--- config.mk ---
export PLATFORM = sky130hd
export DESIGN_NAME = pmp_capture
export DESIGN_NICKNAME = d
export VERILOG_FILES = /design/src/rtl/pmp_pkg.sv /design/src/rtl/sync_fifo.sv /design/src/rtl/pmp_capture.sv
export SDC_FILE = /design/constraint.sdc
export NUM_CORES = 1
export LEC_CHECK = 0
export CORE_UTILIZATION = 40
export DETAILED_ROUTE_END_ITERATION = 6
export PLACE_DENSITY = 0.65
export SKIP_LAST_GASP = 1
export SLEW_MARGIN = 0
export SYNTH_ARGS = -nofsm -noshare
export SYNTH_HDL_FRONTEND = slang
export SYNTH_SLANG_ARGS = --single-unit
--- constraint.sdc ---
create_clock -name decim_clk -period 2.4 [get_ports decim_clk]
set_input_delay 0.48 -clock decim_clk [delete_from_list [all_inputs] [get_ports decim_clk]]
set_output_delay 0.48 -clock decim_clk [all_outputs]
set_load 0.05 [all_outputs]
--- src/rtl/pmp_pkg.sv ---
// pmp_pkg: shared definitions for the PMP byte-handshake blocks.
//   pmp_state_e - requester FSM states
//   PMP_DATA_W  - width of one transferred byte (also used by the responder side)
package pmp_pkg;

  localparam int PMP_DATA_W = 8;

  typedef enum logic [2:0] {
    S_IDLE  = 3'd0,
    S_SPACE = 3'd1,
    S_REQ   = 3'd2,
    S_REL   = 3'd3,
    S_DONE  = 3'd4,
    S_ERR   = 3'd5
  } pmp_state_e;

endpackage

--- src/rtl/sync_fifo.sv ---
// sync_fifo: single-clock FIFO with show-ahead head.
//   clk, rst_n   - clock, synchronous active-low reset (empties the FIFO)
//   push, wdata  - write strobe and data (ignored when full)
//   pop          - consume head entry (ignored when empty)
//   rdata        - head entry, forced to 0 while empty
//   full, empty  - occupancy flags
// Pointers carry one extra wrap bit so full and empty are distinguishable.
module sync_fifo #(
  parameter int WIDTH = 8,
  parameter int DEPTH = 16
) (
  input  logic             clk,
  input  logic             rst_n,
  input  logic             push,
  input  logic [WIDTH-1:0] wdata,
  input  logic             pop,
  output logic [WIDTH-1:0] rdata,
  output logic             full,
  output logic             empty
);

  localparam int AW = $clog2(DEPTH);
  localparam logic [AW:0] PTR_ONE = {{AW{1'b0}}, 1'b1};

  logic [AW:0]      wr_q, wr_d, rd_q, rd_d;
  logic [WIDTH-1:0] mem_q [DEPTH];
  logic             do_push, do_pop;

  assign empty   = (wr_q == rd_q);
  assign full    = (wr_q[AW] != rd_q[AW]) && (wr_q[AW-1:0] == rd_q[AW-1:0]);
  assign do_push = push && !full;
  assign do_pop  = pop && !empty;
  assign rdata   = empty ? '0 : mem_q[rd_q[AW-1:0]];

  always_comb begin
    wr_d = wr_q;
    rd_d = rd_q;
    if (do_push) wr_d = wr_q + PTR_ONE;
    if (do_pop)  rd_d = rd_q + PTR_ONE;
  end

  always_ff @(posedge clk) begin
    if (!rst_n) begin
      wr_q <= '0;
      rd_q <= '0;
    end else begin
      wr_q <= wr_d;
      rd_q <= rd_d;
    end
  end

  // Storage needs no reset: contents are only visible through rdata when non-empty.
  always_ff @(posedge clk) begin
    if (do_push) mem_q[wr_q[AW-1:0]] <= wdata;
  end

endmodule

--- src/rtl/pmp_capture.sv ---
// pmp_capture: requester end of the 8-bit PMP byte handshake.
//   decim_clk, rst_n   - clock, synchronous active-low reset
//   start              - begins a burst of BURST_LEN bytes (dropped while busy)
//   pmp_d0..pmp_d7     - responder data bits, stable while drdy is high
//   pmp_drdy           - asynchronous responder ready
//   pmp_dreq           - registered byte request
//   out_data/valid/ready - capture FIFO drain stream
//   busy, done         - burst in progress / one-cycle end-of-burst pulse
//   timeout_err        - sticky abort flag, cleared by the next accepted start
module pmp_capture
  import pmp_pkg::*;
#(
  parameter int BURST_LEN  = 16,
  parameter int TIMEOUT    = 255,
  parameter int FIFO_DEPTH = 16
) (
  input  logic                  decim_clk,
  input  logic                  rst_n,
  input  logic                  start,
  input  logic                  pmp_d0,
  input  logic                  pmp_d1,
  input  logic                  pmp_d2,
  input  logic                  pmp_d3,
  input  logic                  pmp_d4,
  input  logic                  pmp_d5,
  input  logic                  pmp_d6,
  input  logic                  pmp_d7,
  input  logic                  pmp_drdy,
  output logic                  pmp_dreq,
  output logic [PMP_DATA_W-1:0] out_data,
  output logic                  out_valid,
  input  logic                  out_ready,
  output logic                  busy,
  output logic                  done,
  output logic                  timeout_err
);

  localparam int          TW         = (TIMEOUT > 1) ? $clog2(TIMEOUT) : 1;
  localparam logic [TW-1:0] TMAX     = TW'(TIMEOUT - 1);
  localparam logic [TW-1:0] TONE     = {{(TW-1){1'b0}}, 1'b1};
  localparam logic [7:0]  BURST_INIT = 8'(BURST_LEN);

  pmp_state_e      state_q, state_d;
  logic [1:0]      sync_q, sync_d;
  logic [7:0]      remaining_q, remaining_d;
  logic [TW-1:0]   timer_q, timer_d;
  logic            dreq_q, dreq_d;
  logic            terr_q, terr_d;
  logic            drdy_s;
  logic            push, pop, fifo_full, fifo_empty;
  logic [PMP_DATA_W-1:0] cap_byte;

  assign cap_byte = {pmp_d7, pmp_d6, pmp_d5, pmp_d4, pmp_d3, pmp_d2, pmp_d1, pmp_d0};

  // Two-flop synchroniser; the FSM only looks at the second stage.
  assign sync_d = {sync_q[0], pmp_drdy};
  assign drdy_s = sync_q[1];

  always_comb begin
    state_d     = state_q;
    remaining_d = remaining_q;
    timer_d     = timer_q;
    terr_d      = terr_q;
    push        = 1'b0;
    case (state_q)
      S_IDLE, S_DONE, S_ERR: begin
        // busy is already low in DONE/ERR, so a start there is honoured too.
        state_d = S_IDLE;
        if (start) begin
          state_d     = S_SPACE;
          remaining_d = BURST_INIT;
          terr_d      = 1'b0;
        end
      end
      S_SPACE: begin
        // Only request a byte when it is guaranteed a slot.
        if (!fifo_full) begin
          state_d = S_REQ;
          timer_d = '0;
        end
      end
      S_REQ: begin
        if (drdy_s) begin
          push        = 1'b1;
          remaining_d = remaining_q - 8'd1;
          state_d     = S_REL;
          timer_d     = '0;
        end else if (timer_q == TMAX) begin
          state_d = S_ERR;
          terr_d  = 1'b1;
        end else begin
          timer_d = timer_q + TONE;
        end
      end
      S_REL: begin
        if (!drdy_s) begin
          state_d = (remaining_q != 8'd0) ? S_SPACE : S_DONE;
        end else if (timer_q == TMAX) begin
          state_d = S_ERR;
          terr_d  = 1'b1;
        end else begin
          timer_d = timer_q + TONE;
        end
      end
      default: state_d = S_IDLE;
    endcase
    // Request is a registered decode of the next state, so it tracks REQ exactly.
    dreq_d = (state_d == S_REQ);
  end

  always_ff @(posedge decim_clk) begin
    if (!rst_n) begin
      state_q     <= S_IDLE;
      sync_q      <= '0;
      remaining_q <= '0;
      timer_q     <= '0;
      dreq_q      <= 1'b0;
      terr_q      <= 1'b0;
    end else begin
      state_q     <= state_d;
      sync_q      <= sync_d;
      remaining_q <= remaining_d;
      timer_q     <= timer_d;
      dreq_q      <= dreq_d;
      terr_q      <= terr_d;
    end
  end

  assign pop = out_valid && out_ready;

  sync_fifo #(
    .WIDTH(PMP_DATA_W),
    .DEPTH(FIFO_DEPTH)
  ) u_fifo (
    .clk  (decim_clk),
    .rst_n(rst_n),
    .push (push),
    .wdata(cap_byte),
    .pop  (pop),
    .rdata(out_data),
    .full (fifo_full),
    .empty(fifo_empty)
  );

  assign out_valid   = !fifo_empty;
  assign pmp_dreq    = dreq_q;
  assign timeout_err = terr_q;
  assign busy        = (state_q == S_SPACE) || (state_q == S_REQ) || (state_q == S_REL);
  assign done        = (state_q == S_DONE) || (state_q == S_ERR);

endmodule

==> flow_summary.yaml <==
drt:
  vias: 3957
  wl_per_cell_um: 19.5
  first_iter_violations: 227
  drc: 0
  via_per_inst: 5.44
  wirelength_mm: 14.2
  ant_nets: 0
  firstDrtPassIters: 5
global_routing:
  grt_max_degree: 33
  antenna_found_initial: 0
  overflow: 0
  track_usage_pct: 17.1
  grt_pass1_wl_mm: 22.3
  grt_pass1_vias: 4060
sta:
  fmax_mhz: 377
  setup_slack_ns: -0.253
  setup_viol: 8
  layout_min_cycle_time_ns: 2.65
  clock_skew_ns: 0.0137
  finalHoldViolCount: 0
  final_max_slew_viol_count: 0
  rsz0062_at_grt: "yes"
  holdWs_ns: 0.440
  min_period_over_period_pct: 111
  worst_pin_slew_ns: 1.02
  relSlewSlack_pct: 31.9
yosys:
  synth_top_area_share_pct: 55.8
  synth_edf_count: 128
  syn-cell-area_mm2: 0.00689
  seq_area_frac_synth_pct: 66.5
  synth_ff_type: "edfxtp_1"
  yosysTopAreaCell: "edfxtp_1"
  async_flop_share_pct: 0
  netlist_instances: 437
  synthDistinctLibCells: 58
  syn-num-nets: 459
  ys_top_cells_by_count: "128 x edfxtp_1, 37 x dfxtp_1, 32 x mux4_2"
  ys_seq_elements: 165
  synth_area_per_cell_um2: 15.8
  synth.most_common_cell: "edfxtp_1"
  yosys_warnings: 0
  ys_top_cells_by_area: "edfxtp_1 56%, dfxtp_1 11%, mux4_2 10%"
floorplan:
  start_util_pct: 41.2
  rows: 47
  dieWidth_um: 133
  die_area_mm2: 0.0178
  core_mm2: 0.0167
  num_io_pins: 26
  die_h_um: 133
clock_network:
  clock-sinks: 165
  h-tree-depth: 4
  cts.path.max_buffers: 2
  cts-root-buf: "clkbuf_16"
  tritoncts: "done"
  clk_latency_ns: 0.43
  numCtsBuffers: 17
  cts.clk_slew.worst_paths_ns: 0.06
pwr:
  switching_share_pct: 21.5
  powerDensity_mw_per_mm2: 735
  leakagePower_nw: 2.81
  p_sw_mw: 1.34
  power_frac_seq_pct: 50.2
  peakVddDrop_uv: 502
  p_clk_share_pct: 44.4
  p_int_mw: 4.89
  comb_power_share_pct: 5.4
setup_path:
  r2r-end: "u_fifo.mem_q[12][2]$_DFFE_PP_"
  regToRegSetupSlack_ns: 0.15
  start_kind: "flip-flop"
  cp_slowest_cell: "mux4_2"
  crit_fanout: 4
  required_ns: 1.92
  crit_arrival_ns: 2.17
  max_stage_delay_ns: 0.49
  r2r_cells: 4
  cpMostUsedCell: "a211oi_2"
  end_kind: "primary output"
  r2r_start: "sync_q[1]$_SDFF_PN0_"
  critPathKind: "reg -> out"
  cp_cell_sequence: "buf_4, mux4_2, nor2b_1, a211oi_2, a211oi_2, buf_6"
place:
  place.gp.congestion: 0.784
  dp.final_hpwl_mm: 9.00
  io_buffers: 25
  place_area_mm2: 0.00761
outcome:
  outcome: "finished, violations left"
  failed_checks: "negative setup slack"
finish:
  areaGrowthSynthToFinish_pct: 22.8
  design_area_mm2: 0.00846
  antenna_cells: 0
  drive_above_1_share_pct: 28.9
  final_nets: 518
flow_run:
  max-cap-violations: 0
worst_hold_path:
  min_path_type: "reg -> reg"
  min_path_cells: 1
  min_to: "sync_q[1]$_SDFF_PN0_"
  min_from: "sync_q[0]$_SDFF_PN0_"
==> stage by stage <==
step | instances | util [%] | worst slack [ns] | setup TNS [ns] | total power, mW
after CTS | 727 | 50.5 | -0.319 | -2.47 | 6.25
after detailed placement | 689 | 45.5 | 0.0127 | 0 | 3.50
final | 728 | 50.7 | -0.253 | -1.81 | 6.22
after global placement | 689 | 45.5 | 0.0414 | 0 | 3.49
after floorplan | 437 | - | 0.00407 | 0 | 3.38
after global routing | 728 | 50.7 | -0.324 | -2.40 | 6.40
==> worst max-delay path by stage <==
stage,from,slack (ns),cells after the start,end
floorplan,flip-flop,0.004,6,out_data[5]
global placement,flip-flop,0.04,6,out_data[7]
detailed placement,flip-flop,0.01,6,out_data[7]
CTS,flip-flop,-0.32,7,out_data[0]
global route,flip-flop,-0.32,7,out_data[1]
finish,flip-flop,-0.25,6,out_data[3]
==> area by class of cell <==
cell class | instances | area (um2)
Inverter | 11 | 41.3
Clock inverter | 14 | 178
Clock buffer | 17 | 425
Sequential cell | 165 | 4590
Fill cell | 1376 | 8240
Tap cell | 220 | 275
Multi-Input combinational cell | 243 | 2310
Timing Repair Buffer | 58 | 641
==> metal layers <==
metal | track usage (%) | vias to the layer above | share of wire, %
li1 | - | 1827 | -
met1 | 22.0 | 2010 | 44
met2 | 28.2 | 104 | 50
met3 | 4.00 | 16 | 4.3
met4 | 6.44 | 0 | 1.6
met5 | 0 | - | 0
==> critical path, delay by kind of cell (launching register included) <==
family,cells,cell delay [ns]
multiplexers,1,0.49
buffers and inverters,2,0.31
flip-flops,1,0.40
AO/OA/AOI/OAI,2,0.37
AND/OR/NAND/NOR,1,0.17
==> power by group through the flow <==
stage | sequential [mW] | clock, mW | combinational, mW
after CTS | 3.12 | 2.79 | 0.342
after detailed placement | 3.18 | 0 | 0.318
after global routing | 3.12 | 2.91 | 0.365
after global placement | 3.18 | 0 | 0.313
final | 3.12 | 2.76 | 0.338
after floorplan | 3.18 | 0 | 0.201
==> kinds of logic (layout without fill, tap and decap cells) <==
logic type | Yosys count | count (layout) | synth area share (%)
AOI/OAI and AO/OA | 60 | 60 | 6.63
xor gates and xnor gates | 19 | 19 | 2.42
muxes | 41 | 41 | 11.8
buffers and inverters | 29 | 100 | 2.05
adders and majority gates | 9 | 9 | 1.63
and+or+nand+nor | 114 | 114 | 8.95
DFF | 165 | 165 | 66.5
==> sequential cells by signal (all words and copies together) (netlist names), named ones only <==
register,flops
state_q,3
timeout_err,1
remaining_q,8
pmp_dreq,1
sync_q,2
u_fifo.mem_q,128
u_fifo.rd_q,5
timer_q,8
u_fifo.wr_q,5
==> placed cells by master (no fill, tap or decap), types with 4 or more instances in the layout <==
cell             Yosys  routed
dfxtp_2              0       5
xor2_1               5       5
inv_1               10      10
mux2i_1              9       6
nor2_1              26      26
a211oi_2             0      12
nand3_1              7       7
clkdlybuf4s50_1      0      14
buf_6                1       6
edfxtp_1           128     128
nor2b_1             15      15
ha_1                 9       9
a21oi_1             11      11
nand2_1             18      18
o21ai_0              6       6
nand4_1              5       5
clkinv_4             0       4
buf_12               0      10
a31oi_1              4       4
xnor2_1             14      11
nor3_1               5       5
nor4_1               5       5
and3_1              13      13
a211oi_4             0       4
dfxtp_1             37      31
buf_4                5      26
clkbuf_16            0      18
mux4_2              32      32
==> what timing repair did <==
action | 4_1_cts | 5_1_grt
setup buffers | 5 | 4
cloned | 2 | 0
hold buffers | 0 | 0
gates resized for setup | 22 | 12
pin swaps | 7 | 4
endpoints found under the setup margin | 8 | 34
(Power assumes the default switching activity.)
==> variant (same settings) <==
Set the parameter `TIMEOUT` to 510 (it was 255).
--- a/src/rtl/pmp_capture.sv
+++ b/src/rtl/pmp_capture.sv
@@ -11,7 +11,7 @@
   import pmp_pkg::*;
 #(
   parameter int BURST_LEN  = 16,
-  parameter int TIMEOUT    = 255,
+  parameter int TIMEOUT    = 510,
   parameter int FIFO_DEPTH = 16
 ) (
   input  logic                  decim_clk,
Check against the original RTL: no difference found for any inputs over 10 cycles, from zero or initial values and one cycle with rst_n low; that may be too few to reach the edited logic, so the function may still have changed.
==> variant against the unedited design <==
The run still ends with setup timing left; total power shrank 1.4%; setup slack gained 150 ps; area after synthesis grew 2.0%; wire length grew 3.3%; sequential cell count grew 1; sequential share of layout area shrank 0.094 points; synthesized cell count grew 5.0%; final area grew 0.47%; critical path type unchanged; critical endpoint is now out_data[1].
==> variant: results (changes against the unedited design) <==
[metrics] first drt pass iteration count: 4 (-1)
[metrics] outcome: finished with violations
[metrics] pre-CTS setup slack: 133.9 ps (+121.2 ps)
[metrics] total number of vias: 4098 (+3.6%)
[metrics] Syn Nets: 481 (+4.8%)
[metrics] Worst Clk Skew: 9.874 ps (-3.855 ps)
[metrics] CP Max Fanout: 8 (+4)
[metrics] non-filler instance count after layout: 742 (+1.9%)
[metrics] post-synth cell types: 54 (-6.9%)
[metrics] area after detailed placement: 7750 sq um (+1.9%)
[metrics] reg2reg path depth: 6 (+2)
[metrics] final worst setup slack: -102.1 ps (+150.6 ps)
[metrics] cells taking the most area after synthesis: sky130_fd_sc_hd__edfxtp_1 (55%), sky130_fd_sc_hd__dfxtp_1 (11%), sky130_fd_sc_hd__mux4_2 (10%), sky130_fd_sc_hd__a21oi_1 (1.9%), sky130_fd_sc_hd__a22oi_1 (1.8%)
[metrics] peak ir drop on the vdd network: 493.3 uV (-1.7%)
[metrics] Post-synth EDFFs: 128 (unchanged)
[metrics] ANT cells: 0 (unchanged)
[metrics] instance count after placement with tap cells included: 707 (+2.6%)
[metrics] DP HPWL: 9499 microns (+5.5%)
[metrics] violation count after the first detailed-routing iteration: 202 (-11%)
[metrics] Detailed Route WL: 14640 microns (+3.3%)
[metrics] failing checks: setup timing
[metrics] fill cell total of the finished layout: 1399 (+1.7%)
[metrics] layout cells sized above 1: 0.2631 (-0.02631)
[metrics] most used standard cells in the synthesized netlist: sky130_fd_sc_hd__edfxtp_1 (128), sky130_fd_sc_hd__dfxtp_1 (38), sky130_fd_sc_hd__mux4_2 (32)
[metrics] worst relative slew slack: 0.4934 (+0.1739)
[metrics] Routability Congestion: 0.8581 (+9.5%)
[metrics] number of failing setup endpoints in the final timing report: 8 (unchanged)
[metrics] synthesized instance count: 459 (+5.0%)
[metrics] all-layer global routing usage: 0.1747 (+0.003870)
[metrics] Psw: 1.413 mW (+5.8%)
[metrics] Final #Nets: 526 (+1.5%)
[metrics] fraction of the yosys area taken by sequential cells: 0.6555 (-0.009952)
[metrics] antenna violations before repair: 0 (unchanged)
[metrics] Leakage: 2.778 nW (-1.1%)
[metrics] CP max stage delay: 510 ps (+20 ps)
[metrics] Arr. time, crit path: 2020 ps (-150 ps)
[metrics] vias in the first global route: 4136 (+1.9%)
[metrics] global-route wire length before repair: 23100 microns (+3.5%)
==> variant: changes by cell type after synthesis, sizes merged, moves of 6 or more <==
cell and delta:
nand2b +7, a22oi +17, nor2b -9, a311oi +6, a21oi +16, nor2 -15
xnor2 -13, a211oi -15
==> variant: logic make-up after synthesis <==
| logic type | after synthesis | share of synthesized area |
|---|---|---|
| multiplexers | 43 | 0.1183 |
| flip-flops | 166 | 0.6555 |
| XOR/XNOR | 9 | 0.01122 |
| adder cells (fa/ha/maj) | 9 | 0.01603 |
| buffers and inverters | 38 | 0.02476 |
| AND/OR/NAND/NOR | 108 | 0.09067 |
| AO/OA/AOI/OAI | 86 | 0.08354 |
==> variant: worst paths after layout <==
check	end	slack, ps	start
setup / recovery	out_data[1]	-100	flip-flop
hold / removal	sync_q[1]	460	sync_q[0]
hold reg to reg	sync_q[1]	460	sync_q[0]
setup reg to reg	u_fifo.mem_q[5][3]	290	u_fifo.wr_q[1]
==> variant: layer usage <==
| metal | part of all wire | vias to the layer above | wire (microns) | track usage |
|---|---|---|---|---|
| li1 | - | 1916 | - | - |
| met1 | 0.45 | 2088 | 6623 | 0.2284 |
| met2 | 0.50 | 84 | 7362 | 0.2919 |
| met3 | 0.036 | 10 | 521 | 0.04242 |
| met4 | 0.0088 | 0 | 129 | 0.04682 |
| met5 | 0 | - | 0 | 0 |
==> variant: cell type report <==
type / count / area [sq um] / share of cell area
Clock inverter: 15 / 160.2 / 0.01884
Timing Repair Buffer: 49 / 604.3 / 0.07108
Clock buffer: 17 / 425.4 / 0.05004
Sequential cell: 166 / 4608 / 0.5420
Inverter: 15 / 56.30 / 0.006623
Tap cell: 225 / 281.5 / 0.03311
Multi-Input combinational cell: 255 / 2366 / 0.2783
==> variant: power by group through the flow <==
| stage | combinational [mW] | sequential [mW] | clock [mW] |
|---|---|---|---|
| final | 0.349 | 3.14 | 2.65 |
| after global routing | 0.379 | 3.14 | 2.81 |
| after CTS | 0.355 | 3.14 | 2.71 |
| after detailed placement | 0.341 | 3.20 | 0 |
| after global placement | 0.333 | 3.20 | 0 |
| after floorplan | 0.212 | 3.20 | 0 |
==> variant: timing repair <==
item,CTS,global route
setup endpoints to repair,10,10
buffers inserted,3,0
gates cloned,2,0
pin swaps,15,5
resized for setup,29,9
hold buffers,0,0
==> variant: worst reg2reg max path: cells and delay by family (launching register included) <==
family	cells	cell delay, ps
simple gates	2	540
flops	1	450
buf+inv	2	370
xor+xnor	1	270
compound gates	1	120
